--- config.mk ---
export PLATFORM = sky130hd
export DESIGN_NAME = tx_relatorio_peso_8n1
export DESIGN_NICKNAME = d
export VERILOG_FILES = /design/src/rtl/tx_relatorio_peso_8n1.sv
export SDC_FILE = /design/constraint.sdc
export NUM_CORES = 1
export LEC_CHECK = 0
export ABC_AREA = 1
export CORE_MARGIN = 1
export CORE_UTILIZATION = 53
export CTS_BUF_LIST = sky130_fd_sc_hd__clkbuf_4 sky130_fd_sc_hd__clkbuf_8
export CTS_CLUSTER_DIAMETER = 100
export DETAILED_ROUTE_END_ITERATION = 10
export PLACE_DENSITY = 0.77
export SLEW_MARGIN = 0
export SYNTH_ARGS = -nofsm -noshare
export SYNTH_HDL_FRONTEND = slang
export SYNTH_SLANG_ARGS = --single-unit
export TNS_END_PERCENT = 10
--- constraint.sdc ---
create_clock -name clock -period 1.7 [get_ports clock]
set_input_delay 0.425 -clock clock [delete_from_list [all_inputs] [get_ports clock]]
set_output_delay 0.425 -clock clock [all_outputs]
set_load 0.01 [all_outputs]
--- src/rtl/tx_relatorio_peso_8n1.sv ---
// 8N1 serial transmitter that reports one weighing result: two ASCII digits, status letter, '#'.
// Define TX_RELATORIO_CRLF_EN to append CR LF after the terminator.
//
// state   | meaning
// OCIOSO  | idle, line high, waiting for partida
// INICIO  | start bit (line low)
// DADOS   | 8 data bits, LSB first
// PARADA  | stop bit; last cycle also makes the PROXIMO decision
// PROXIMO | next-byte decision, folded into the last PARADA cycle (never occupied)
// FIM     | one cycle with pronto high, then back to OCIOSO
module tx_relatorio_peso_8n1 #(
  parameter int CLKS_PER_BIT = 434
) (
  input  logic        clock,
  input  logic        reset,
  input  logic        partida,
  input  logic [15:0] peso_atual,
  input  logic        pertence,
  output logic        saida_serial,
  output logic        ocupado,
  output logic        pronto
);

  localparam int BAUD_W = (CLKS_PER_BIT > 1) ? $clog2(CLKS_PER_BIT) : 1;
`ifdef TX_RELATORIO_CRLF_EN
  localparam logic [2:0] LAST_BYTE = 3'd5;
`else
  localparam logic [2:0] LAST_BYTE = 3'd3;
`endif

  typedef enum logic [2:0] {OCIOSO, INICIO, DADOS, PARADA, PROXIMO, FIM} stateType;

  stateType          state;
  logic [BAUD_W-1:0] baudCnt;
  logic [2:0]        bitIdx;
  logic [2:0]        byteIdx;
  logic [15:0]       pesoReg;
  logic              pertenceReg;
  logic [7:0]        curByte;
  logic              baudDone;

  function automatic logic [7:0] digitAscii(input logic [7:0] digit);
    return (digit > 8'd9) ? 8'h3F : (8'h30 + digit);
  endfunction

  // Byte contents come only from the latched copies, so inputs may change mid-frame.
  always_comb begin
    curByte = 8'h23;
    case (byteIdx)
      3'd0: curByte = digitAscii(pesoReg[15:8]);
      3'd1: curByte = digitAscii(pesoReg[7:0]);
      3'd2: curByte = pertenceReg ? 8'h41 : 8'h52;
      3'd3: curByte = 8'h23;
`ifdef TX_RELATORIO_CRLF_EN
      3'd4: curByte = 8'h0D;
      3'd5: curByte = 8'h0A;
`endif
      default: curByte = 8'h23;
    endcase
  end

  assign baudDone = (baudCnt == BAUD_W'(CLKS_PER_BIT - 1));

  always_ff @(posedge clock) begin
    if (reset) begin
      state        <= OCIOSO;
      baudCnt      <= '0;
      bitIdx       <= '0;
      byteIdx      <= '0;
      pesoReg      <= '0;
      pertenceReg  <= 1'b0;
      saida_serial <= 1'b1;
      ocupado      <= 1'b0;
      pronto       <= 1'b0;
    end else begin
      pronto <= 1'b0;
      case (state)
        OCIOSO: begin
          saida_serial <= 1'b1;
          ocupado      <= 1'b0;
          if (partida) begin
            pesoReg      <= peso_atual;
            pertenceReg  <= pertence;
            baudCnt      <= '0;
            bitIdx       <= '0;
            byteIdx      <= '0;
            saida_serial <= 1'b0;
            ocupado      <= 1'b1;
            state        <= INICIO;
          end
        end
        INICIO: begin
          if (baudDone) begin
            baudCnt      <= '0;
            bitIdx       <= '0;
            saida_serial <= curByte[0];
            state        <= DADOS;
          end else begin
            baudCnt <= baudCnt + BAUD_W'(1);
          end
        end
        DADOS: begin
          if (baudDone) begin
            baudCnt <= '0;
            if (bitIdx == 3'd7) begin
              saida_serial <= 1'b1;
              state        <= PARADA;
            end else begin
              bitIdx       <= bitIdx + 3'd1;
              saida_serial <= curByte[bitIdx + 3'd1];
            end
          end else begin
            baudCnt <= baudCnt + BAUD_W'(1);
          end
        end
        PARADA: begin
          if (baudDone) begin
            baudCnt <= '0;
            bitIdx  <= '0;
            // Next start bit follows the stop bit directly, no idle gap.
            if (byteIdx < LAST_BYTE) begin
              byteIdx      <= byteIdx + 3'd1;
              saida_serial <= 1'b0;
              state        <= INICIO;
            end else begin
              saida_serial <= 1'b1;
              ocupado      <= 1'b0;
              pronto       <= 1'b1;
              state        <= FIM;
            end
          end else begin
            baudCnt <= baudCnt + BAUD_W'(1);
          end
        end
        FIM: begin
          saida_serial <= 1'b1;
          ocupado      <= 1'b0;
          state        <= OCIOSO;
        end
        default: begin
          saida_serial <= 1'b1;
          ocupado      <= 1'b0;
          state        <= OCIOSO;
        end
      endcase
    end
  end

endmodule

==> impl_metrics.tcl <==
set metrics [dict create \
    cp.arrival_ns 2.05 \
    maxCapViolCount 0 \
    die_h_um 66.0 \
    cts_buffers 5 \
    synth-seq-cells 38 \
    drt-total-wl_um 4800 \
    grtUsageTotal 0.251 \
    grt_pass1_vias 1973 \
    synth_fp_nets 338 \
    violations "setup timing" \
    synthToLayoutAreaGrowth_pct 29.7 \
    postLayoutCellArea_um2 2820 \
    slew_headroom 0.806 \
    leakage_nw 1.20 \
    drive_above_1_share 0.220 \
    period_needed_ns 1.81 \
    ys_seq_area_frac 0.350 \
    dp.cells 396 \
    endpoint_kind "register" \
    cts_tree "done" \
    drtIter0Drc 105 \
    num_rows 22 \
    grt_pass1_wl_um 8420 \
    post-route-drc-count 0 \
    hold_viol_final 0 \
    worst_slew_pin_slew_ns 0.290 \
    htreeDepth 2 \
    hp-class "reg -> reg" \
    crit_required_ns 1.94 \
    root_buffer "clkbuf_8" \
    rsz0062_at_grt "yes" \
    syn-cell-area_um2 2170 \
    die_area_um2 4360 \
    status "finished, violations left" \
    wire_per_inst_um 11.8 \
    diodes 0 \
    hold_ws_ns 0.467 \
    die_w_um 66.0 \
    power.total_mw 4.29 \
    fmax_ghz 0.553 \
    synthFlopType "dfxtp_1" \
    finalCritPeriodShare 1.06 \
    setup_viol 1 \
    async_reset_ff_frac 0 \
    pre_cts_slack_ns -0.158 \
    ioPinCount 23 \
    ys_warn_count 0 \
    ys_types 34 \
    initial_core_util 0.572 \
    synth_edf_count 0 \
    syn_avg_cell_area_um2 7.10 \
    final_cells 407 \
    drtAntennaViolNets 0 \
    clock-sinks 38 \
    overflow 0 \
    placed_area_um2 2650 \
    critPathKind "reg -> reg" \
    finalMaxSlewViolations 0 \
    worst_slack_ns -0.108 \
    portBuffers 22 \
    vias 2113 \
    antenna_found_initial 0 \
    ir_drop_mv 0.940 \
    path_clk_slew_ns 0.07 \
    clk-insertion-delay-late_ns 0.30 \
    crit_fanout 5 \
    core_um2 3800 \
    globalplace.congestion 0.861 \
    hpwl_um 3490 \
    grt_max_degree 28 \
    power_density_nw_per_um2 1520 \
    final.setup_skew_ns 0.00573 \
    cts_buffer_depth 2 \
    syn_inst 306 \
    nFillCells 332 \
    fin_nets 390 \
    firstDrtPassIters 4 \
    critPathLaunchType "register" \
    vias_per_cell 5.19 \
]
[flip-flops by register name (all words and copies together) (netlist names)]
signal	flops
pronto	1
ocupado	1
baudCnt	9
byteIdx	3
pesoReg	16
pertenceReg	1
bitIdx	3
state	3
saida_serial	1
[cell families (layout without fill, tap and decap cells)]
kind of cell | Yosys count | count (layout) | synth area share
AOI/OAI and AO/OA | 70 | 70 | 0.187
xor gates and xnor gates | 1 | 1 | 0.00403
adders and majority gates | 12 | 12 | 0.0691
buffers and inverters | 56 | 109 | 0.0996
DFF | 38 | 38 | 0.350
and+or+nand+nor | 129 | 129 | 0.291
[path summary, 6_finish.rpt]
| check | start | end | cells past startpoint | slack (ns) |
|---|---|---|---|---|
| worst max-delay path | pesoReg[12] | saida_serial | 19 | -0.11 |
| worst min-delay path | ocupado | ocupado | 2 | 0.47 |
| worst max register to register | pesoReg[12] | saida_serial | 19 | -0.11 |
| worst min register to register | ocupado | ocupado | 2 | 0.47 |
[stage by stage]
step	setup TNS, ns	utilization
after CTS	-0.0601	0.733
final	-0.108	0.742
after global placement	-1.18	0.697
after global routing	-0.412	0.742
after floorplan	0	-
after detailed placement	-2.45	0.697
[power by group]
part           total [mW]  switching, mW  internal [mW]
combinational        2.38           1.35           1.03
sequential           1.24          0.143           1.09
clock               0.672          0.329          0.343
total                4.29           1.83           2.47
[area by class of cell]
type	instances	area, um^2	area share
clock buffer	7	90.1	0.0320
timing repair buffer	50	455	0.162
inverter	51	196	0.0697
clock inverter	1	5.00	0.00178
tap	48	60.1	0.0213
multi-input combinational	212	1250	0.443
sequential	38	763	0.271
[placed cells by master (no fill, tap or decap), types with 6 or more instances in the layout]
cell             instances
nand2_2                  7
nand3_1                 15
a21oi_1                 29
nor2_4                   6
inv_2                    9
clkbuf_8                 6
nor3_1                  10
o21ai_0                 22
nor2_1                  25
buf_4                   26
a211oi_1                 6
clkdlybuf4s50_1         22
inv_1                   40
ha_1                     9
dfxtp_1                 36
nand2_1                 50
[routing by layer]
layer	wire length (um)	part of all wire	global-route usage	vias to the layer above
met5	0	0	0	-
met4	50	0.010	0.0638	0
met3	205	0.043	0.0466	6
met2	2310	0.48	0.434	49
met1	2240	0.47	0.319	952
li1	-	-	-	1106
[critical path, cell delays in order (launching register included)]
cell and delay, ns:
dfxtp_2 0.33, inv_2 0.08, ha_4 0.14, inv_1 0.05, nor2_2 0.11, nand3_2 0.14
buf_4 0.16, nand2_1 0.05, nand2_1 0.04, nand2_1 0.07, nand2_1 0.06, nand3_1 0.06
nand2_1 0.05, inv_1 0.05, nand2_1 0.05, nand3_1 0.08, nand2_1 0.06, nand2_1 0.07
nand2_1 0.05, nand2_1 0.04
[cells in the mapped netlist (2+ instances only)]
master,n,area [um^2]
o21ai_2,3,26.3
nor2_4,6,67.6
nor2_2,2,12.5
dfxtp_1,38,761
a211oi_1,6,45.0
inv_2,6,22.5
a21oi_1,29,145
nand2_1,53,199
inv_1,43,161
clkbuf_1,3,11.3
nor3_1,11,55.1
ha_1,12,150
a31oi_1,3,18.8
nand3_1,16,80.1
nand2_2,4,25.0
nor2_1,26,97.6
nand4_1,5,31.3
o21ai_0,24,120
[what timing repair did]
item / CTS / global route
hold buffers: 0 / 0
endpoints found under the setup margin: 2 / 15
resized for setup: 13 / 6
hold endpoints to repair: 0 / 0
pin swaps: 5 / 9
buffers inserted: 2 / 1
(Power assumes the default switching activity.)
